[src/rtl/cp0_pkg.sv]
// Shared CP0 definitions: register numbers, SR/Cause field positions and the
// interrupt FSM encoding, used by cp0, the decoder and the control unit.
package cp0_pkg;

  localparam logic [4:0] REG_SR    = 5'd12;
  localparam logic [4:0] REG_CAUSE = 5'd13;
  localparam logic [4:0] REG_EPC   = 5'd14;
  localparam logic [4:0] REG_PRID  = 5'd15;

  localparam int SR_IM_HI    = 15;
  localparam int SR_IM_LO    = 10;
  localparam int SR_EXL      = 1;
  localparam int SR_IE       = 0;
  localparam int CAUSE_IP_HI = 15;
  localparam int CAUSE_IP_LO = 10;

  typedef enum logic [1:0] {
    IDLE    = 2'd0,
    REQ     = 2'd1,
    HANDLER = 2'd2
  } cp0_state_t;

endpackage

[src/rtl/cp0.sv]
// Coprocessor 0: SR/Cause/EPC/PrID registers, MFC0/MTC0 access and the
// interrupt request FSM that feeds the pipeline flush logic.
module cp0
  import cp0_pkg::*;
#(
  parameter logic [31:0] PRID = 32'h4A57_0001
) (
  input  logic        clk,
  input  logic        reset,
  input  logic [31:0] PC,
  input  logic [4:0]  A1,
  input  logic [4:0]  A2,
  input  logic [31:0] DIn,
  input  logic        We,
  input  logic        ERET,
  input  logic        Stall,
  input  logic [5:0]  HWInt,
  output logic        IntReq,
  output logic [31:0] EPC,
  output logic [31:0] DOut
);

  logic [5:0]  im_q;
  logic        exl_q;
  logic        ie_q;
  logic [31:2] epc_q;
  logic        exl_next;
  logic        wr_sr;
  logic        wr_epc;
  logic        int_cond;
  logic        detect;
  cp0_state_t  state;
  cp0_state_t  state_next;

  // EPC is word aligned, so the low PC bits are never stored.
  logic unused_pc_bits;
  assign unused_pc_bits = ^PC[1:0];

  assign wr_sr  = We && (A2 == REG_SR);
  assign wr_epc = We && (A2 == REG_EPC);

  // Uses the registered SR, so an MTC0 in the same cycle cannot mask or
  // unmask the interrupt being evaluated now.
  assign int_cond = (|(HWInt & im_q)) & ie_q & ~exl_q & ~Stall;
  // ERET is handled first; a still-pending interrupt is seen next cycle.
  assign detect   = (state == IDLE) && int_cond && !ERET;

  // NOTE: later assignments override earlier ones, so priority reads top to
  // bottom; the default first keeps this block free of inferred latches.
  always_comb begin
    exl_next = exl_q;
    if (wr_sr)  exl_next = DIn[SR_EXL];
    if (ERET)   exl_next = 1'b0;
    if (detect) exl_next = 1'b1;
  end

  // NOTE: state registers use non-blocking assignments so every flop samples
  // the pre-edge values of the others.
  always_ff @(posedge clk or posedge reset) begin
    if (reset) begin
      im_q  <= '0;
      exl_q <= 1'b0;
      ie_q  <= 1'b0;
      epc_q <= '0;
    end else begin
      exl_q <= exl_next;
      if (wr_sr) begin
        im_q <= DIn[SR_IM_HI:SR_IM_LO];
        ie_q <= DIn[SR_IE];
      end
      if (detect)      epc_q <= PC[31:2];
      else if (wr_epc) epc_q <= DIn[31:2];
    end
  end

  always_ff @(posedge clk or posedge reset) begin
    if (reset) state <= IDLE;
    else       state <= state_next;
  end

  always_comb begin
    state_next = state;
    case (state)
      IDLE:    if (detect) state_next = REQ;
      REQ:     state_next = HANDLER;
      HANDLER: if (!exl_next) state_next = IDLE;
      default: state_next = IDLE;
    endcase
  end

  assign IntReq = (state == REQ);
  assign EPC    = {epc_q, 2'b00};

  always_comb begin
    DOut = '0;
    case (A1)
      REG_SR: begin
        DOut[SR_IM_HI:SR_IM_LO] = im_q;
        DOut[SR_EXL]            = exl_q;
        DOut[SR_IE]             = ie_q;
      end
      REG_CAUSE: DOut[CAUSE_IP_HI:CAUSE_IP_LO] = HWInt;
      REG_EPC:   DOut = {epc_q, 2'b00};
      REG_PRID:  DOut = PRID;
      default:   DOut = '0;
    endcase
  end

endmodule
[config.mk]
export PLATFORM = sky130hd
export DESIGN_NAME = cp0
export DESIGN_NICKNAME = d
export VERILOG_FILES = /design/src/rtl/cp0_pkg.sv /design/src/rtl/cp0.sv
export SDC_FILE = /design/constraint.sdc
export NUM_CORES = 1
export LEC_CHECK = 0
export ABC_AREA = 1
export BUFFER_PORTS_ARGS = -buffer_cell sky130_fd_sc_hd__buf_2
export CAP_MARGIN = 5
export CORE_MARGIN = 3
export CORE_UTILIZATION = 40
export CTS_BUF_LIST = sky130_fd_sc_hd__clkbuf_2 sky130_fd_sc_hd__clkbuf_4 sky130_fd_sc_hd__clkbuf_8
export DETAILED_ROUTE_END_ITERATION = 6
export PLACE_DENSITY_LB_ADDON = 0.08
export SETUP_SLACK_MARGIN = 0.05
export SYNTH_ARGS = -nofsm -noshare
export SYNTH_HDL_FRONTEND = slang
export SYNTH_SLANG_ARGS = --single-unit
[constraint.sdc]
create_clock -name clk -period 1.4 [get_ports clk]
set_clock_uncertainty 0.15 [all_clocks]
set_input_delay 0.21 -clock clk [delete_from_list [all_inputs] [get_ports clk]]
set_output_delay 0.21 -clock clk [all_outputs]
set_load 0.02 [all_outputs]
==> flow_summary.html <==
<table>
<tr><th>Metric</th><th>Value</th></tr>
<tr><th colspan="2">Worst setup path</th></tr>
<tr><td>Crit path DAT</td><td>1.53 ns</td></tr>
<tr><td>Crit Path Max Fanout</td><td>8</td></tr>
<tr><td>Kind of start point of the critical path</td><td>flop</td></tr>
<tr><td>CP Capture Type</td><td>flop</td></tr>
<tr><td>Reg2Reg Depth</td><td>9</td></tr>
<tr><td>Terminus of the critical flop-to-flop path</td><td>epc_q[10]</td></tr>
<tr><td>Worst Path Class, Setup</td><td>flop to flop</td></tr>
<tr><td>Worst R2R Start</td><td>im_q[0]</td></tr>
<tr><td>Req. time, crit path</td><td>1.42 ns</td></tr>
<tr><td>CP cell instances</td><td>nand2_1 -&gt; nand2_1 -&gt; nor2_1 -&gt; nand2_1 -&gt; nand2_4 -&gt; inv_8 -&gt; clkbuf_16 -&gt; nand2_2 -&gt; nand3_2</td></tr>
<tr><td>Slack of the worst reg-to-reg path</td><td>-0.11 ns</td></tr>
<tr><td>Most prevalent standard cell on the critical path</td><td>sky130_fd_sc_hd__nand2_1</td></tr>
<tr><td>Critical-path cell with the highest stage delay</td><td>sky130_fd_sc_hd__dfrtp_1</td></tr>
<tr><td>Peak per-stage delay on the critical path</td><td>0.39 ns</td></tr>
<tr><th colspan="2">STA</th></tr>
<tr><td>Post-route worst setup slack</td><td>-0.113 ns</td></tr>
<tr><td>Total count of hold-check failures in the final report</td><td>0</td></tr>
<tr><td>Post-layout min period</td><td>1.51 ns</td></tr>
<tr><td>Final number of setup-violating endpoints</td><td>42</td></tr>
<tr><td>Final TNS setup</td><td>-2.47 ns</td></tr>
<tr><td>Maximum achievable frequency</td><td>661 MHz</td></tr>
<tr><td>Tcrit/Tclk final</td><td>1.08</td></tr>
<tr><td>Unrepaired setup endpoints after global routing</td><td>yes</td></tr>
<tr><td>Final count of pins violating max slew</td><td>0</td></tr>
<tr><td>Worst slack on hold paths</td><td>0.0114 ns</td></tr>
<tr><th colspan="2">Finish</th></tr>
<tr><td>Fraction of final layout cells sized beyond drive strength 1</td><td>0.626</td></tr>
<tr><td>Antenna fix cells</td><td>0</td></tr>
<tr><td>Total of fill cells in the finished design</td><td>414</td></tr>
<tr><td>Final net count</td><td>627</td></tr>
<tr><td>Layout overhead on the synthesized area</td><td>90.2%</td></tr>
<tr><td>Non-Filler Instances</td><td>618</td></tr>
<tr><td>Layout Utilization</td><td>0.791</td></tr>
<tr><th colspan="2">Power</th></tr>
<tr><td>Internal power of the cells</td><td>0.00354 W</td></tr>
<tr><td>Switching power total</td><td>0.00279 W</td></tr>
<tr><td>Power share of the combinational group</td><td>0.556</td></tr>
<tr><td>Cell Pwr Density</td><td>1340 nW/µm²</td></tr>
<tr><td>Worst voltage drop across the vdd grid</td><td>0.00101 V</td></tr>
<tr><td>Switching share of power</td><td>0.441</td></tr>
<tr><td>Proportion of power drawn by the clock network</td><td>0.129</td></tr>
<tr><td>Standby leakage power</td><td>2.45 nW</td></tr>
<tr><td>Post-layout total power</td><td>0.00633 W</td></tr>
<tr><td>Seq pwr share</td><td>0.315</td></tr>
<tr><th colspan="2">Status</th></tr>
<tr><td>Result of the run</td><td>finished with violations</td></tr>
<tr><td>Violations in the final reports</td><td>negative setup slack</td></tr>
<tr><th colspan="2">Clock network</th></tr>
<tr><td>Maximum root-to-sink buffer count</td><td>2</td></tr>
<tr><td>CTS buffer count</td><td>5</td></tr>
<tr><td>TritonCTS sink count</td><td>40</td></tr>
<tr><td>Root buffer cell</td><td>sky130_fd_sc_hd__clkbuf_8</td></tr>
<tr><td>Latest clock arrival within the worst-skew pair</td><td>0.29 ns</td></tr>
<tr><td>Number of levels in the clock H-tree</td><td>2</td></tr>
<tr><td>TritonCTS clock tree</td><td>yes</td></tr>
<tr><td>Clk slew on worst S/H paths</td><td>0.08 ns</td></tr>
<tr><th colspan="2">Drt</th></tr>
<tr><td>Routed via count divided by cell count</td><td>4.77</td></tr>
<tr><td>Post-detailed-route count of antenna-violating nets</td><td>0</td></tr>
<tr><td>Number of detailed-routing iterations run before antenna repair</td><td>4</td></tr>
<tr><td>Count of vias placed by the detailed router</td><td>2945</td></tr>
<tr><td>Wire length per cell</td><td>14.5 µm</td></tr>
<tr><td>Routed WL</td><td>8.97 mm</td></tr>
<tr><td>Initial DRC count</td><td>111</td></tr>
<tr><td>DRC violations left</td><td>0</td></tr>
<tr><th colspan="2">Floorplan</th></tr>
<tr><td>Core Footprint</td><td>5960 µm²</td></tr>
<tr><td>Overall die area</td><td>7170 µm²</td></tr>
<tr><td>Ports</td><td>150</td></tr>
<tr><td>Starting density of the core</td><td>0.416</td></tr>
<tr><td>Vertical die dimension</td><td>84.7 µm</td></tr>
<tr><td>Core Rows</td><td>28</td></tr>
<tr><td>Chip Width</td><td>84.7 µm</td></tr>
<tr><th colspan="2">Global routing</th></tr>
<tr><td>Wire length of the first global-routing pass</td><td>12.0 mm</td></tr>
<tr><td>Vias in the first global route</td><td>2656</td></tr>
<tr><td>Total gr overflow</td><td>0</td></tr>
<tr><td>Antenna violations before repair</td><td>0</td></tr>
<tr><td>Global Route Usage Sum</td><td>0.206</td></tr>
<tr><td>Pin count of the biggest net entering global routing</td><td>41</td></tr>
<tr><th colspan="2">Placed design</th></tr>
<tr><td>Port buffer count</td><td>145</td></tr>
<tr><td>GP Congestion</td><td>0.875</td></tr>
<tr><td>Estimated wirelength of the detail-placed design</td><td>5.34 mm</td></tr>
<tr><td>Placed cell count</td><td>575</td></tr>
<tr><th colspan="2">Synth</th></tr>
<tr><td>Yosys warns</td><td>0</td></tr>
<tr><td>Mapped Avg Cell Area</td><td>7.09 µm²</td></tr>
<tr><td>Flop and latch count out of synthesis</td><td>40</td></tr>
<tr><td>Seq/Total Area, Yosys</td><td>0.404</td></tr>
<tr><td>Post-synthesis cell count</td><td>349</td></tr>
<tr><td>Post-synthesis cell area</td><td>2470 µm²</td></tr>
<tr><td>Unique cell type count in the Yosys netlist</td><td>22</td></tr>
<tr><th colspan="2">Worst hold path</th></tr>
<tr><td>Path class of the lowest-slack min-delay path</td><td>input pin to flop</td></tr>
<tr><td>Hold Startpoint</td><td>PC[26]</td></tr>
<tr><td>Hold depth</td><td>3</td></tr>
<tr><td>Hold Path End</td><td>epc_q[26]</td></tr>
<tr><th colspan="2">Run</th></tr>
<tr><td>Max-Cap Viols</td><td>0</td></tr>
</table>
==> worst max-delay path by stage <==
stage,end,slack [ns],startpoint,cells after the start
after global placement,DOut[18],-0.08,A1[4],6
after global routing,epc_q[10],-0.19,im_q[0],9
after CTS,DOut[14],-0.04,im_q[4],4
final,epc_q[10],-0.11,im_q[0],9
after detailed placement,DOut[14],-0.11,A1[3],8
after floorplan,DOut[27],0.005,A1[3],5
==> Yosys cell counts, drive strengths merged <==
| library cell | number | area share |
|---|---|---|
| nor2 | 100 | 0.16 |
| nand2 | 76 | 0.14 |
| inv | 44 | 0.067 |
| dfrtp | 40 | 0.40 |
| o21ai | 34 | 0.096 |
| nand3 | 30 | 0.061 |
| buf | 15 | 0.050 |
| clkbuf | 3 | 0.0045 |
| mux2 | 3 | 0.014 |
| a21oi | 1 | 0.0020 |
| and2 | 1 | 0.0025 |
| conb | 1 | 0.0015 |
| nand4 | 1 | 0.0025 |
==> metal layers <==
layer	vias to the layer above	share of wire	wire length [µm]	global-route usage
met4	0	0.017	148	0.0475
met3	13	0.063	569	0.0530
met2	107	0.54	4850	0.372
li1	1454	-	-	-
met1	1371	0.38	3400	0.245
met5	-	0	0	0
==> cell usage in the layout (no fill, tap or decap), drive strengths merged, types with 2 or more instances in the layout <==
| cell type | count |
|---|---|
| buf | 179 |
| nor2 | 100 |
| nand2 | 76 |
| inv | 43 |
| dfrtp | 40 |
| o21ai | 34 |
| nand3 | 30 |
| dlygate4sd3 | 20 |
| clkbuf | 12 |
| mux2 | 3 |
| conb | 2 |
==> flip-flops by register name (all words and copies together), names as in the netlist <==
name and count:
epc_q 30, exl_q 1, ie_q 1, im_q 6, state 2
==> area by class of cell <==
cell class	count	area [µm²]	share of cell area
Inverter	44	180	0.0383
Sequential cell	40	1000	0.213
Timing Repair Buffer	203	1670	0.356
Clock buffer	8	97.6	0.0207
Multi-Input combinational cell	248	1660	0.353
Tap cell	75	93.8	0.0199
==> worst max-delay path, delay by kind of cell (launching register included) <==
kind,cells,cell delay [ns]
buffers and inverters,2,0.23
AND/OR/NAND/NOR,7,0.62
flip-flops,1,0.39
==> power groups by stage <==
stage               registers [W]  logic, W  clock network, W
finish                    0.00200   0.00352          0.000817
CTS                       0.00195   0.00283          0.000845
detailed placement        0.00195   0.00256                 0
floorplan                 0.00247   0.00113                 0
global route              0.00206   0.00380          0.000891
global placement          0.00195   0.00252                 0
==> kinds of logic (layout without fill, tap and decap cells) <==
| kind of cell | count (synthesis) | count (layout) | synth area share |
|---|---|---|---|
| and+or+nand+nor | 208 | 208 | 0.361 |
| muxes | 3 | 3 | 0.0136 |
| DFF | 40 | 40 | 0.404 |
| buffers and inverters | 62 | 255 | 0.121 |
| AOI/OAI and AO/OA | 35 | 35 | 0.0981 |
| other | 1 | 2 | 0.00152 |
==> what timing repair did <==
item / in CTS / in global routing
buffers inserted: 2 / 8
pin swaps: 12 / 29
resized for setup: 81 / 158
hold buffers: 20 / 0
endpoints found under the hold margin: 59 / 0
endpoints found under the setup margin: 64 / 66
cloned: 0 / 5
==> through the flow <==
step | worst slack (ns) | cell area (µm²)
floorplan | 0.00504 | 2500
global placement | -0.0817 | 3450
detailed placement | -0.114 | 3450
CTS | -0.0441 | 4000
global route | -0.188 | 4710
finish | -0.113 | 4710
(Power assumes the default switching activity.)
